File: config.mk
export PLATFORM = sky130hd
export DESIGN_NAME = uart
export DESIGN_NICKNAME = d
export VERILOG_FILES = /design/src/rtl/uart.sv
export SDC_FILE = /design/constraint.sdc
export NUM_CORES = 1
export LEC_CHECK = 0
export CAP_MARGIN = 30
export CELL_PAD_IN_SITES_DETAIL_PLACEMENT = 1
export CELL_PAD_IN_SITES_GLOBAL_PLACEMENT = 2
export CORE_MARGIN = 1
export CORE_UTILIZATION = 36
export CTS_CLUSTER_DIAMETER = 80
export DETAILED_ROUTE_END_ITERATION = 12
export DONT_BUFFER_PORTS = 1
export PLACE_DENSITY = 0.79
export SLEW_MARGIN = 30
export SYNTH_ARGS = -nofsm -noshare
export SYNTH_HDL_FRONTEND = slang
export SYNTH_SLANG_ARGS = --single-unit
File: constraint.sdc
create_clock -name clk -period 2.4 [get_ports clk]
set_input_delay 0.24 -clock clk [delete_from_list [all_inputs] [get_ports clk]]
set_output_delay 0.24 -clock clk [all_outputs]
set_load 0.01 [all_outputs]
File: src/rtl/uart.sv
// uart: memory-mapped 8N1 UART peripheral on one bus slave port.
//
// Register offsets (addr_i[7:0]):
//   0x00 CTRL   rw  bit0 tx_en, bit1 rx_en, bit2 rx_int_en
//   0x04 STATUS     bit0 tx_busy (ro); bit1 rx_valid, bit2 rx_overrun, bit3 frame_err (W1C)
//   0x08 BAUD   rw  bits[15:0] clk cycles per bit, minimum 4
//   0x0C TXDATA wo  bits[7:0], starts a frame when tx_en and the transmitter is free
//   0x10 RXDATA ro  bits[7:0], last accepted byte
//
// Ports:
//   clk     system clock, rising edge
//   rst     asynchronous active-low reset
//   we_i    bus write strobe
//   addr_i  bus address (low byte decoded)
//   data_i  bus write data
//   data_o  bus read data, combinational from addr_i
//   tx_pin  serial output, idles high
//   rx_pin  serial input, asynchronous
//   int_o   level interrupt, rx_valid & rx_int_en
module uart #(
  parameter int unsigned BAUD_DIV = 434
) (
  input  logic        clk,
  input  logic        rst,
  input  logic        we_i,
  input  logic [31:0] addr_i,
  input  logic [31:0] data_i,
  output logic [31:0] data_o,
  output logic        tx_pin,
  input  logic        rx_pin,
  output logic        int_o
);

  localparam logic [15:0] BAUD_RST = 16'(BAUD_DIV);

  typedef enum logic [1:0] {S_IDLE, S_START, S_DATA, S_STOP} state_t;

  // Registers
  logic        tx_en, rx_en, rx_int_en;
  logic [15:0] baud;
  logic        rx_valid, rx_overrun, frame_err;
  logic [7:0]  rx_data;

  // Bus decode
  logic wr_ctrl, wr_status, wr_baud, wr_txdata;
  assign wr_ctrl   = we_i && (addr_i[7:0] == 8'h00);
  assign wr_status = we_i && (addr_i[7:0] == 8'h04);
  assign wr_baud   = we_i && (addr_i[7:0] == 8'h08);
  assign wr_txdata = we_i && (addr_i[7:0] == 8'h0C);

  logic unused_bits;
  assign unused_bits = ^{addr_i[31:8], data_i[31:16]};

  // ---------------- TX FSM ----------------
  state_t      tx_state, tx_state_nx;
  logic [15:0] tx_cnt, tx_cnt_nx;
  logic [2:0]  tx_idx, tx_idx_nx;
  logic [7:0]  tx_shift, tx_shift_nx;
  logic        tx_tick, tx_busy;

  assign tx_tick = (tx_cnt == 16'd1);
  assign tx_busy = (tx_state != S_IDLE);

  always_comb begin
    tx_state_nx = tx_state;
    tx_cnt_nx   = tx_cnt;
    tx_idx_nx   = tx_idx;
    tx_shift_nx = tx_shift;
    if (tx_state != S_IDLE) tx_cnt_nx = tx_cnt - 16'd1;
    case (tx_state)
      S_IDLE: begin
        if (wr_txdata && tx_en) begin
          tx_state_nx = S_START;
          tx_cnt_nx   = baud;
          tx_shift_nx = data_i[7:0];
        end
      end
      S_START: begin
        if (tx_tick) begin
          tx_state_nx = S_DATA;
          tx_cnt_nx   = baud;
          tx_idx_nx   = '0;
        end
      end
      S_DATA: begin
        if (tx_tick) begin
          tx_cnt_nx   = baud;
          tx_shift_nx = {1'b0, tx_shift[7:1]};
          tx_idx_nx   = tx_idx + 3'd1;
          if (tx_idx == 3'd7) tx_state_nx = S_STOP;
        end
      end
      S_STOP: begin
        if (tx_tick) begin
          // A TXDATA write on the edge that ends the stop bit starts the
          // next frame directly, so back-to-back frames have no idle gap.
          if (wr_txdata && tx_en) begin
            tx_state_nx = S_START;
            tx_cnt_nx   = baud;
            tx_shift_nx = data_i[7:0];
          end else begin
            tx_state_nx = S_IDLE;
          end
        end
      end
      default: tx_state_nx = S_IDLE;
    endcase
  end

  always_ff @(posedge clk or negedge rst) begin
    if (!rst) begin
      tx_state <= S_IDLE;
      tx_cnt   <= '0;
      tx_idx   <= '0;
      tx_shift <= '0;
    end else begin
      tx_state <= tx_state_nx;
      tx_cnt   <= tx_cnt_nx;
      tx_idx   <= tx_idx_nx;
      tx_shift <= tx_shift_nx;
    end
  end

  // Decoded from registers only, so reset forces the line high immediately.
  always_comb begin
    tx_pin = 1'b1;
    case (tx_state)
      S_START: tx_pin = 1'b0;
      S_DATA:  tx_pin = tx_shift[0];
      default: tx_pin = 1'b1;
    endcase
  end

  // ---------------- RX path ----------------
  logic rx_s1, rx_s2, rx_s3, rx_fall;

  always_ff @(posedge clk or negedge rst) begin
    if (!rst) begin
      rx_s1 <= 1'b1;
      rx_s2 <= 1'b1;
      rx_s3 <= 1'b1;
    end else begin
      rx_s1 <= rx_pin;
      rx_s2 <= rx_s1;
      rx_s3 <= rx_s2;
    end
  end

  assign rx_fall = rx_s3 & ~rx_s2;

  state_t      rx_state, rx_state_nx;
  logic [15:0] rx_cnt, rx_cnt_nx;
  logic [2:0]  rx_idx, rx_idx_nx;
  logic [7:0]  rx_shift, rx_shift_nx;
  logic        rx_tick, rx_good, rx_bad;

  assign rx_tick = (rx_cnt == 16'd1);

  always_comb begin
    rx_state_nx = rx_state;
    rx_cnt_nx   = rx_cnt;
    rx_idx_nx   = rx_idx;
    rx_shift_nx = rx_shift;
    rx_good     = 1'b0;
    rx_bad      = 1'b0;
    if (rx_state != S_IDLE) rx_cnt_nx = rx_cnt - 16'd1;
    case (rx_state)
      S_IDLE: begin
        if (rx_fall) begin
          rx_state_nx = S_START;
          rx_cnt_nx   = baud >> 1;
        end
      end
      S_START: begin
        if (rx_tick) begin
          if (rx_s2) begin
            rx_state_nx = S_IDLE;
          end else begin
            rx_state_nx = S_DATA;
            rx_cnt_nx   = baud;
            rx_idx_nx   = '0;
          end
        end
      end
      S_DATA: begin
        if (rx_tick) begin
          rx_cnt_nx   = baud;
          rx_shift_nx = {rx_s2, rx_shift[7:1]};
          rx_idx_nx   = rx_idx + 3'd1;
          if (rx_idx == 3'd7) rx_state_nx = S_STOP;
        end
      end
      S_STOP: begin
        if (rx_tick) begin
          rx_state_nx = S_IDLE;
          if (rx_s2) rx_good = 1'b1;
          else       rx_bad  = 1'b1;
        end
      end
      default: rx_state_nx = S_IDLE;
    endcase
    if (!rx_en) begin
      rx_state_nx = S_IDLE;
      rx_good     = 1'b0;
      rx_bad      = 1'b0;
    end
  end

  always_ff @(posedge clk or negedge rst) begin
    if (!rst) begin
      rx_state <= S_IDLE;
      rx_cnt   <= '0;
      rx_idx   <= '0;
      rx_shift <= '0;
    end else begin
      rx_state <= rx_state_nx;
      rx_cnt   <= rx_cnt_nx;
      rx_idx   <= rx_idx_nx;
      rx_shift <= rx_shift_nx;
    end
  end

  // ---------------- Register file ----------------
  logic [2:0] clr;
  assign clr = wr_status ? data_i[3:1] : 3'b000;

  always_ff @(posedge clk or negedge rst) begin
    if (!rst) begin
      tx_en      <= 1'b0;
      rx_en      <= 1'b0;
      rx_int_en  <= 1'b0;
      baud       <= BAUD_RST;
      rx_valid   <= 1'b0;
      rx_overrun <= 1'b0;
      frame_err  <= 1'b0;
      rx_data    <= '0;
    end else begin
      if (wr_ctrl) begin
        tx_en     <= data_i[0];
        rx_en     <= data_i[1];
        rx_int_en <= data_i[2];
      end
      if (wr_baud) baud <= (data_i[15:0] < 16'd4) ? 16'd4 : data_i[15:0];
      // A byte landing on the same edge as the rx_valid clear counts as a
      // fresh byte: it is loaded and no overrun is flagged.
      rx_valid   <= (rx_valid & ~clr[0]) | rx_good;
      rx_overrun <= (rx_overrun & ~clr[1]) | (rx_good & rx_valid & ~clr[0]);
      frame_err  <= (frame_err & ~clr[2]) | rx_bad;
      if (rx_good && (!rx_valid || clr[0])) rx_data <= rx_shift;
    end
  end

  always_comb begin
    data_o = '0;
    case (addr_i[7:0])
      8'h00:   data_o = {29'd0, rx_int_en, rx_en, tx_en};
      8'h04:   data_o = {28'd0, frame_err, rx_overrun, rx_valid, tx_busy};
      8'h08:   data_o = {16'd0, baud};
      8'h10:   data_o = {24'd0, rx_data};
      default: data_o = '0;
    endcase
  end

  assign int_o = rx_valid & rx_int_en;

endmodule

Word level (Yosys, flattened, before mapping)
Cells that the tools add are included.
{ "totals": {"reg_bits": 91, "in_bits": 68, "wordCells": 137} }
{ "op_classes": {"n_addsub": 4, "order_cmp": 1, "eq_ne": 27, "n_mux": 49, "n_bitwise": 14, "reduce_logical": 23} }
{ "ops": {"columns": ["cell", "n"], "rows": [
  ["two-way mux 16 bit", 10],
  ["one-hot mux 16 bit (3 select lines)", 2],
  ["one-hot mux 16 bit (4 select lines)", 1],
  ["equality test 16 x 1 -> 1 bit, second input constant", 2],
  ["subtractor 16 x 1 -> 16 bit, second input constant", 2],
  ["two-way mux 2 bit", 12],
  ["two-way mux 8 bit", 3],
  ["one-hot mux 8 bit (3 select lines)", 1],
  ["two-way mux 3 bit", 6],
  ["equality test 8 x 4 -> 1 bit, second input constant", 2],
  ["less-than comparator 16 x 3 -> 1 bit, second input constant", 1],
  ["!= test 2 bit, second input constant", 8],
  ["one-hot mux 2 bit (4 select lines)", 2],
  ["!= test 3 bit, second input constant", 5],
  ["one-hot mux 3 bit (2 select lines)", 2],
  ["AND reduction 5 bit", 2],
  ["two-way mux 1 bit", 9],
  ["equality test 2 bit, second input constant", 4],
  ["equality test 8 x 3 -> 1 bit, second input constant", 1],
  ["equality test 8 x 5 -> 1 bit, second input constant", 1],
  ["logical NOT 8 bit", 1],
  ["nonzero test 2 bit", 4],
  ["AND 1 bit", 7],
  ["adder 3 x 1 -> 3 bit, second input constant", 2],
  ["other kinds (14)", 28]
]} }

Depth between registers and ports, before layout
Gate-level depths: netlist (run 1).
{ "logic_depth": {"word_depth": 7, "mapped_depth": 10, "mapped_depth_nobuf": 8} }

Worst setup path before layout (run 1)
Ideal clock, no wire load.
{ "synth_timing": {"path_kind": "flip-flop to flip-flop", "startpoint": "register rx_cnt[7]", "endpoint": "register rx_shift[0]", "setup_time_ns": 0.125, "arrival_time_ns": 2.342, "setup_slack_ns": -0.067, "path_stages_with_launch": 7, "n_path_buf": 2, "period_less_slack_ns": 2.467, "cell_sequence": "dfrtp_1 > or4_4 > or4_1 > buf_2 > nor4b_2 > buf_4 > mux2_2"} }
{ "synth_between": {"elab_chain_len": 2} }
{ "synth_lines": {"columns": ["element", "line_no", "text"], "rows": [
  ["start, declared", "152", "logic [15:0] rx_cnt, rx_cnt_nx;"],
  ["start signal, assigned", "217", "rx_cnt <= rx_cnt_nx;"],
  ["equality test 16 x 1 -> 1 bit", "157", "assign rx_tick = (rx_cnt == 16'd1);"],
  ["AND reduction 2 bit (no source line)", null, null],
  ["end signal, assigned", "219", "rx_shift <= rx_shift_nx;"],
  ["end, declared", "154", "logic [7:0] rx_shift, rx_shift_nx;"]
]} }
No other way between the ends.
A chain may end at the register's enable or synchronous reset.

Final worst setup path (run 1)
{ "layout_timing": {"startpoint": "register rx_cnt[10]", "endpoint": "register rx_shift[4]"} }
Same word-level chain as after synthesis.

==> results of run 1 <==
==> state kept, by name, indices dropped and copies added (netlist names), 2 cells and up <==
register	cells
tx_shift	8
rx_idx	3
rx_cnt	16
tx_cnt	16
rx_state	2
rx_shift	8
tx_state	2
tx_idx	3
rx_data	8
baud	16
==> synth_stat cells, types with 9 or more instances <==
cell type   n  area, um2
a21oi_1    16       80.1
a22oi_1    20        150
and2_1     11       68.8
buf_4      17        128
clkbuf_1   23       86.3
dfrtp_1    83       2080
ha_1       12        150
mux2_2     48        541
nand2_1    56        210
nor2_1     27        101
nor3_1     20        100
nor4_1      9       56.3
o21a_1      9       67.6
o21ai_0    46        230
xnor2_1    18        158
xor2_1     10       87.6
==> cell usage in the layout, fill, tap and decap left out, types with 9 or more instances in the layout <==
master	synthesis	final
buf_4	17	34
xor2_1	10	10
nor3_1	20	19
conb_1	1	16
o21ai_0	46	45
a22oi_1	20	20
clkbuf_16	0	9
o21a_1	9	9
and2_1	11	11
a21oi_1	16	16
ha_1	12	12
nor2_1	27	27
nor4_1	9	9
dfrtp_1	83	83
mux2_2	48	48
xnor2_1	18	18
nand2_1	56	56
==> power by group through the flow <==
stage | logic, mW | clock network, mW | registers [mW]
6_report | 0.858 | 1.52 | 1.84
3_5_place_dp | 0.789 | 0 | 1.87
2_1_floorplan | 0.618 | 0 | 1.84
3_3_place_gp | 0.758 | 0 | 1.85
5_1_grt | 0.967 | 1.62 | 1.86
4_1_cts | 0.856 | 1.57 | 1.84
==> kinds of logic (layout without fill, tap and decap cells) <==
| logic type | after synthesis | count (layout) |
|---|---|---|
| flip-flops | 91 | 91 |
| AO/OA/AOI/OAI | 137 | 137 |
| other | 1 | 16 |
| XOR/XNOR | 28 | 28 |
| multiplexers | 54 | 54 |
| AND/OR/NAND/NOR | 166 | 166 |
| buffers and inverters | 55 | 66 |
| adder cells (fa/ha/maj) | 12 | 12 |
==> worst paths after layout <==
check / to / slack [ns] / cells past startpoint
setup / recovery: rx_shift[4]$_DFFE_PN0P_ / 0.01 / 5
hold / removal: baud[0]$_DFFE_PN0P_ / 0.02 / 2
setup reg to reg: rx_shift[4]$_DFFE_PN0P_ / 0.01 / 5
hold reg to reg: rx_s2$_DFF_PN1_ / 0.36 / 0
max in group asynchronous: rx_s2$_DFF_PN1_ / 1.54 / 2
min in group asynchronous: tx_state[0]$_DFFE_PN0P_ / 0.43 / 2
==> layer usage <==
layer / vias to the layer above / share of wire, %
met1: 2191 / 45
met4: 0 / 1.7
met3: 20 / 4.8
met5: - / 0
met2: 88 / 49
li1: 1995 / -
==> repair_timing <==
action	in CTS	in global routing
pin swaps	0	3
setup buffers	1	2
endpoints found under the hold margin	93	0
hold buffers	4	0
endpoints found under the setup margin	11	43
gates resized for setup	2	10
==> final cells by class <==
type / count / area (um2)
fill: 1629 / 8380
multi-input combinational: 413 / 2880
sequential: 91 / 2290
timing repair buffer: 41 / 355
tap: 184 / 230
clock buffer: 9 / 225
clock inverter: 7 / 88.8
inverter: 9 / 33.8
==> worst max-delay path: stages, from the launching register on <==
cell and delay [ns]:
dfrtp_1 0.39, or4_4 0.54, or4_4 0.52, nor4b_4 0.30, buf_6 0.19, mux2_2 0.34
==> run metrics, run 1 <==
outcome finished clean; Worst Path Class, Setup flop to flop; vias in the first global route 4545; met1 usage about a quarter; total chip power 4.22 mW; RSZ-0062 raised after global routing yes; Syn Inst Count around 540; Finished Layout Cells ~750; Synth Area in XOR/XNOR roughly 4.6%; Main synth FF type dfrtp_1; final core occ a little over two fifths; Antenna Cells 0; Die ar. 15300 um2; number of max-cap violations 0; DP Worst Slack -0.0327 ns; post-DP HPWL ~11000 um; remaining global-route overflow 0; clk_lat worst skew around 0.35 ns; largest family of logic cells by synthesized area compound AO/OA/AOI/OAI gates; Chip Width around 120 um; M2 GR Usage a little over a third; Num CTS Buffers 9; Worst-Margin Slew around 0.83 ns; Post-synth EDFFs 0; top achievable clock speed ~420 MHz; DR iter-0 viols about 210; Hold Path Class input port to flop; CTS tree built; cell area after layout 6100 um2; Combinational Power Share between 20% and 30%; clk slew on worst S/H paths roughly 0.070 ns; setup_tns 0 ns; Slew Limit Headroom between 40% and 50%; YS warnings 0; Crit. Startpoint rx_cnt[10]$_DFF_PN0_; Placement Cell Area roughly 5700 um2; startpoint types flop; compound-cell area share of the yosys netlist between 10% and 20%; Slew Viols, Final 0; total track usage 21.1%; core box area 14500 um2; Period minus WS final between 2 and 2.5 ns; # IOs around 100; Clock power frac around 36%; multiplexer share of the synthesized area 11.3%; WL/cell about 20 um; final period utilization 99.6%; Hold Slack 0.0177 ns; sw power ~1.3 mW; Distinct cells, synth 58; Layout area overhead 14.4%; vias per inst 5.69; layout cell share with drive strength beyond 1 approximately 22%; Power Density between 600 and 700 nW/um2; initial core utilization 36.8%; Synth Area in Adders under 10%; post-route ant nets 0; Crit. End Element flop; worst hold path startpoint data_i[0]; Die H 124 um; gr busiest metal met2; sequential share of power between 40% and 50%; via count 4294; final WL ~15000 um; mean area per synthesized cell a little under 10 um2; Worst EP arrival approximately 2.6 ns; root buffer cell clkbuf_16; first-pass GRT wire length between 20000 and 25000 um; worst-case clock buffer depth 2; switching share of power 30.6%; setup violators final 0; clock sink total 91; TritonRoute pass-1 iters 7; LEAKAGE 2.60 nW; worst setup margin 0.0107 ns; Worst Skew 0.00824 ns; P_int roughly 2.9 mW; initial antenna violation count 0; row cnt 44; Inst Count DP between 700 and 800; Critical Path RT roughly 2.6 ns; gpl congestion 0.840; Hold Vio Cnt, Final 0; DRC Markers 0; port buffer count 0; ys async rst share 100%; maximum VDD drop about 0.00044 V; Global Route met3 Usage 5.63%; largest net degree at the start of global routing 92; sequential-to-total area share from yosys stat 42.9%; critical path fanouts, max 10; Synth Area in Simple Gates between 15 and 20%; NumNets Final 645; Yosys reg bits slightly above 90; # H-tree levels 3; Cell Area, Synth around 5300 um2; worst r2r src rx_cnt[10]$_DFF_PN0_
(Power assumes the default switching activity.)
==> inputs of run 2 (changes only) <==
==> constraint.sdc (replaced) <==
create_clock -name clk -period 2.4 [get_ports clk]
set_input_delay 0.48 -clock clk [delete_from_list [all_inputs] [get_ports clk]]
set_output_delay 0.48 -clock clk [all_outputs]
set_load 0.01 [all_outputs]
==> run 2 against run 1 <==
  * The run now ends with hold timing, setup timing left
  * Clock power is 7% lower
  * Flip-flop and latch count unchanged
  * Die area is the same
  * First-iteration DRC count grew 71%
  * Hold slack got worse by 0.20 ns
  * Final cell count up 0.13%
  * Register-to-register slack lost 0.02 ns
  * Routed wire length rose by 1.6%
  * Combinational power down 5.4%
  * Sequential power hardly changed
  * Maximum frequency decreased by 0.72%
  * Utilization is 0.22 points lower
==> run metrics, run 2 (synthesized netlist as in run 1, its figures left out) <==
outcome finished, violations left; failing checks hold timing, setup timing; Worst Reg-to-Reg Cells 5 (unchanged); LEAKAGE 2.60 nW (about the same); R2R setup slack -0.007 ns (-0.02 ns); final period utilization 100% (+0.72 points); clock sink total 91 (unchanged); Worst-Margin Slew 0.842 ns (+0.0151 ns); initial antenna violation count 0 (unchanged); port buffer count 0 (unchanged); worst setup margin -0.00668 ns (-0.0174 ns); clk_lat worst skew 0.35 ns (about the same); worst r2r src rx_cnt[10]$_DFF_PN0_; via count 4314 (+0.47%); gr busiest metal met2; worst setup path endpoint rx_shift[4]$_DFFE_PN0P_; Chip Width 124 um (unchanged); Global Route met3 Usage 5.22% (-0.41 points); remaining global-route overflow 0 (unchanged); startpoint types flop; maximum VDD drop 0.000442 V (+1.5%); Period minus WS final 2.41 ns (+0.0174 ns); Layout area overhead 13.8%; worst-case clock buffer depth 2 (unchanged); Num CTS Buffers 9 (unchanged); TritonRoute pass-1 iters 5 (-2); Crit. Startpoint rx_cnt[10]$_DFF_PN0_; Worst R2R End rx_shift[4]$_DFFE_PN0P_; root buffer cell clkbuf_16; vias in the first global route 4547 (+0.044%); number of max-cap violations 0 (unchanged); DRC Markers 0 (unchanged); Crit. End Element flop; setup_tns -0.0281 ns (-0.0281 ns); first-pass GRT wire length 24600 um (+1.1%); WL/cell 20.1 um (+1.5%); Hold Slack -0.182 ns (-0.200 ns); # H-tree levels 3 (unchanged); Antenna Cells 0 (unchanged); top flop regs baud x16, rx_cnt x16, tx_cnt x16; initial core utilization 36.8% (unchanged); Die H 124 um (unchanged); commonest cells after routing, fill and taps aside 83 x dfrtp_1, 56 x nand2_1, 47 x mux2_2, 43 x o21ai_0, 38 x buf_4; met1 usage 27.0% (+0.33 points); Power Density 668 nW/um2 (-3.3%); row cnt 44 (unchanged); post-route ant nets 0 (unchanged); top achievable clock speed 416 MHz (-0.72%); DR iter-0 viols 361 (+71%); final WL 15200 um (+1.6%); M2 GR Usage 35.9% (+0.97 points); Hold Vio Cnt, Final 85 (+85); commonest non-fill, non-tap cell in the layout dfrtp_1; core box area 14500 um2 (unchanged); Die ar. 15300 um2 (unchanged); Worst Path Class, Setup flop to flop; clk slew on worst S/H paths 0.07 ns (about the same); Hold Path Class input port to async pin; total track usage 21.3% (+0.28 points); CTS tree built; layout cell share with drive strength beyond 1 23.1% (+1.0 points); Slew Limit Headroom 43.8% (-1.0 points); setup violators final 7 (+7); largest net degree at the start of global routing 92 (unchanged); RSZ-0062 raised after global routing yes; Worst Skew 0.00637 ns (-0.00188 ns); vias per inst 5.71 (+0.33%); # IOs 102 (unchanged); Slew Viols, Final 0 (unchanged); gpl congestion 0.833 (-0.83%); Critical Path RT 2.64 ns (about the same); post-DP HPWL 10900 um (about the same); NumNets Final 646 (+0.16%); Worst EP arrival 2.65 ns (+0.02 ns); critical path fanouts, max 9 (-1)
==> run 2: cell count changes in the layout (fill, tap and decap cells not counted), moves of 2 or more <==
cell / previous run / this run
buf_4: 34 / 38
dlygate4sd3_1: 3 / 0
inv_6: 2 / 4
nor2_2: 1 / 3
inv_8: 3 / 1
o21ai_0: 45 / 43
==> run 2: how the worst min path moves through the flow <==
stage,from,end,slack (ns),cells after the start
floorplan,rst,baud[0]$_DFFE_PN0P_,0.18,0
global route,rst,tx_cnt[1]$_DFF_PN0_,-0.20,0
detailed placement,rst,tx_cnt[1]$_DFF_PN0_,0.19,0
finish,rst,tx_cnt[1]$_DFF_PN0_,-0.18,0
global placement,rst,tx_state[1]$_DFFE_PN0P_,0.19,0
CTS,rst,tx_cnt[1]$_DFF_PN0_,-0.20,0
==> run 2: metal layers <==
metal / up-vias / share of wire [%]
met5: - / 0
met2: 109 / 50
met1: 2181 / 45
met4: 0 / 1.1
met3: 16 / 4.5
li1: 2008 / -
==> run 2: timing repair <==
action	in CTS	in global routing
endpoints found under the hold margin	91	91
pin swaps	0	2
gates resized for setup	5	10
endpoints found under the setup margin	18	30
buffers inserted	1	1
==> run 2: area by class of cell <==
type / instances / area, um2
clock inverters: 7 / 67.6
fillers: 1637 / 8410
flip-flops and latches: 91 / 2290
multi-input cells: 413 / 2880
repair buffers: 42 / 348
well taps: 184 / 230
inverters: 9 / 33.8
clock buffers: 9 / 225
==> run 2: critical path, cell delays in order (launching register included) <==
cell and delay (ns):
dfrtp_1 0.38, or4_4 0.54, or4_4 0.52, nor4b_4 0.32, buf_6 0.19, mux2_2 0.34
==> run 2: through the flow <==
step	power [mW]	worst slack [ns]	instances	utilization, %	cell area, um2
2_1_floorplan	2.45	-0.0137	559	-	5410
6_report	4.06	-0.00668	755	41.9	6070
4_1_cts	4.10	-0.00450	754	41.7	6030
3_3_place_gp	2.62	0.0244	737	39.5	5720
5_1_grt	4.27	-0.0486	755	41.9	6070
3_5_place_dp	2.66	-0.0803	737	39.5	5720
==> run 2: power breakdown <==
| part | internal, mW | leakage, nW | switching [mW] | total, mW |
|---|---|---|---|---|
| Clock | 0.732 | 0.146 | 0.678 | 1.41 |
| Combinational | 0.376 | 1.28 | 0.436 | 0.812 |
| Sequential | 1.69 | 1.17 | 0.143 | 1.83 |
==> inputs of run 3 (changes only) <==
CORE_UTILIZATION = 40   (was 36)
MAX_ROUTING_LAYER = met4   (was unset)
PLACE_DENSITY = 0.83   (was 0.79)
clock period = 2.3 ns   (was 2.4 ns; I/O delays follow)
==> run 3 against run 2 <==
  * The run still ends with hold timing, setup timing left
  * First-iteration DRC count down 29%
  * Maximum frequency up 0.97%
  * Sequential share of layout area down 1.1 points
  * Critical endpoint unchanged
  * Count of clock-buffer cells in the layout up 2
  * Register-to-register slack worse by 0.08 ns
  * Flip-flop and latch count unchanged
  * Total power up 11%
  * Largest cell class unchanged
  * Global-route usage up 2.1 points
  * Hold slack worse by 0.022 ns
  * Die area down 9.8%
  * Critical path depth unchanged
==> run metrics, run 3 (synthesized netlist as in run 1, its figures left out) <==
outcome finished, violations left; failing checks hold timing, setup timing; Num CTS Buffers 9 (unchanged); CP max-delay cell or4_4; clk_lat worst skew 0.35 ns (about the same); initial core utilization 41.6% (+4.8 points); sw power 1.30 mW (+3.6%); DRC Markers 0 (unchanged); core box area 12800 um2 (-11%); number of max-cap violations 0 (unchanged); Period minus WS final 2.38 ns (-0.0231 ns); Finished Layout Cells 751 (-0.53%); Die ar. 13800 um2 (-9.8%); sequential share of power 42.7% (-2.5 points); final period utilization 104% (+3.4 points); Worst EP arrival 2.62 ns (-0.03 ns); Die H 117 um (-5.0%); TritonRoute pass-1 iters 4 (-1); Worst Skew 0.00723 ns (+0.000867 ns); Clock power frac 36.4% (+1.6 points); LEAKAGE 2.68 nW (+2.9%); layout cell share with drive strength beyond 1 26.3% (+3.1 points); NumNets Final 654 (+1.2%); crit-path cells or4_4 > or4_4 > nor4b_4 > buf_6 > mux2_2; post-DP HPWL 10400 um (-4.6%); total track usage 23.4% (+2.1 points); port buffer count 0 (unchanged); largest net degree at the start of global routing 92 (unchanged); RSZ-0062 raised after global routing yes; Combinational Power Share 20.9% (+0.9 points); WL/cell 20.0 um (-0.38%); most used cell along the critical path or4_4; commonest cells after routing, fill and taps aside 83 x dfrtp_1, 56 x nand2_1, 47 x mux2_2, 43 x buf_4, 36 x o21ai_0; DR iter-0 viols 255 (-29%); maximum VDD drop 0.000454 V (+2.7%); Antenna Cells 0 (unchanged); clk slew on worst S/H paths 0.07 ns (about the same); critical path fanouts, max 9 (unchanged); final core occ 48.8% (+6.9 points); setup violators final 16 (+9); via count 4369 (+1.3%); Hold Slack -0.204 ns (-0.0219 ns); vias in the first global route 4692 (+3.2%); Slew Viols, Final 0 (unchanged); P_int 3.18 mW (+14%); row cnt 41 (-6.8%); first-pass GRT wire length 24900 um (+1.5%); commonest non-fill, non-tap cell in the layout dfrtp_1; Hold Path Class input port to async pin; switching share of power 29.0% (-2.0 points); final WL 15000 um (-0.90%); vias per inst 5.82 (+1.8%); post-route ant nets 0 (unchanged); Worst Path Class, Setup flop to flop; top achievable clock speed 420 MHz (+0.97%); worst setup margin -0.0836 ns (-0.0769 ns); largest stage delay on the critical path 0.54 ns (about the same); top flop regs baud x16, rx_cnt x16, tx_cnt x16; startpoint types flop; root buffer cell clkbuf_16; Chip Width 117 um (-5.0%); # IOs 102 (unchanged); Power Density 716 nW/um2 (+7.2%); Crit. End Element flop; Layout area overhead 17.3%; remaining global-route overflow 0 (unchanged); Critical Path RT 2.53 ns (-0.11 ns); clock sink total 91 (unchanged); Hold Vio Cnt, Final 89 (+4.7%); initial antenna violation count 0 (unchanged); Inst Count DP 731 (-0.81%); worst-case clock buffer depth 2 (unchanged); # H-tree levels 3 (unchanged); gpl congestion 0.843 (+1.2%); CTS tree built
==> run 3: changes by cell type in the layout (fill, tap and decap cells not counted), sizes merged <==
cell | before | now
buf | 42 | 49
clkinv | 3 | 2
inv | 13 | 10
clkbuf | 9 | 12
bufinv | 0 | 2
==> run 3: power by group through the flow <==
stage	sequential, mW	combinational (mW)	clock [mW]
final	1.92	0.937	1.63
after global routing	1.94	1.04	1.72
after CTS	1.91	0.904	1.67
after detailed placement	1.94	0.867	0
after global placement	1.93	0.833	0
after floorplan	1.92	0.651	0
==> run 3: cell type report <==
class / count / area (um2)
Clock buffer: 11 / 233
Clock inverter: 5 / 86.3
Fill cell: 1455 / 6570
Inverter: 9 / 33.8
Multi-Input combinational cell: 413 / 2970
Sequential cell: 91 / 2290
Tap cell: 172 / 215
Timing Repair Buffer: 50 / 433
==> run 3: worst paths after layout <==
kind | from | to | slack (ns) | depth (start not counted)
setup / recovery | rx_cnt[10]$_DFF_PN0_ | rx_shift[4]$_DFFE_PN0P_ | -0.08 | 5
hold / removal | rst | tx_state[1]$_DFFE_PN0P_ | -0.20 | 0
setup reg to reg | rx_cnt[10]$_DFF_PN0_ | rx_shift[4]$_DFFE_PN0P_ | -0.08 | 5
hold reg to reg | rx_s1$_DFF_PN1_ | rx_s2$_DFF_PN1_ | 0.35 | 0
max in group asynchronous | rst | rx_s3$_DFF_PN1_ | 2.27 | 0
min in group clk | rx_pin | rx_s1$_DFF_PN1_ | 0.11 | 0
==> run 3: timing repair <==
action,in CTS,in global routing
setup endpoints to repair,17,56
hold endpoints to repair,91,91
pin swaps,0,4
setup buffers,1,2
cloned,0,1
resized for setup,4,30
==> run 3: layer usage <==
layer	GRT usage, %	wire [um]
met5	-	0
met1	29.8	6640
met3	5.38	849
met4	5.85	215
met2	37.8	7320
==> run 3: worst max-delay path: cells and delay by family, from the launching register on <==
family | cells | cell delay [ns]
and+or+nand+nor | 3 | 1.35
DFF | 1 | 0.39
muxes | 1 | 0.34
buffers and inverters | 1 | 0.18
==> run 3: stage by stage <==
step	power (mW)	hold slack (ns)	TNS (ns)	area, um2	setup WS [ns]
6_report	4.48	-0.204	-0.744	6260	-0.0836
5_1_grt	4.70	-0.222	-1.95	6260	-0.143
4_1_cts	4.48	-0.220	-0.594	6120	-0.0841
3_5_place_dp	2.81	0.167	-0.856	5780	-0.108
3_3_place_gp	2.76	0.168	-0.503	5780	-0.0685
2_1_floorplan	2.57	0.164	-0.782	5450	-0.101
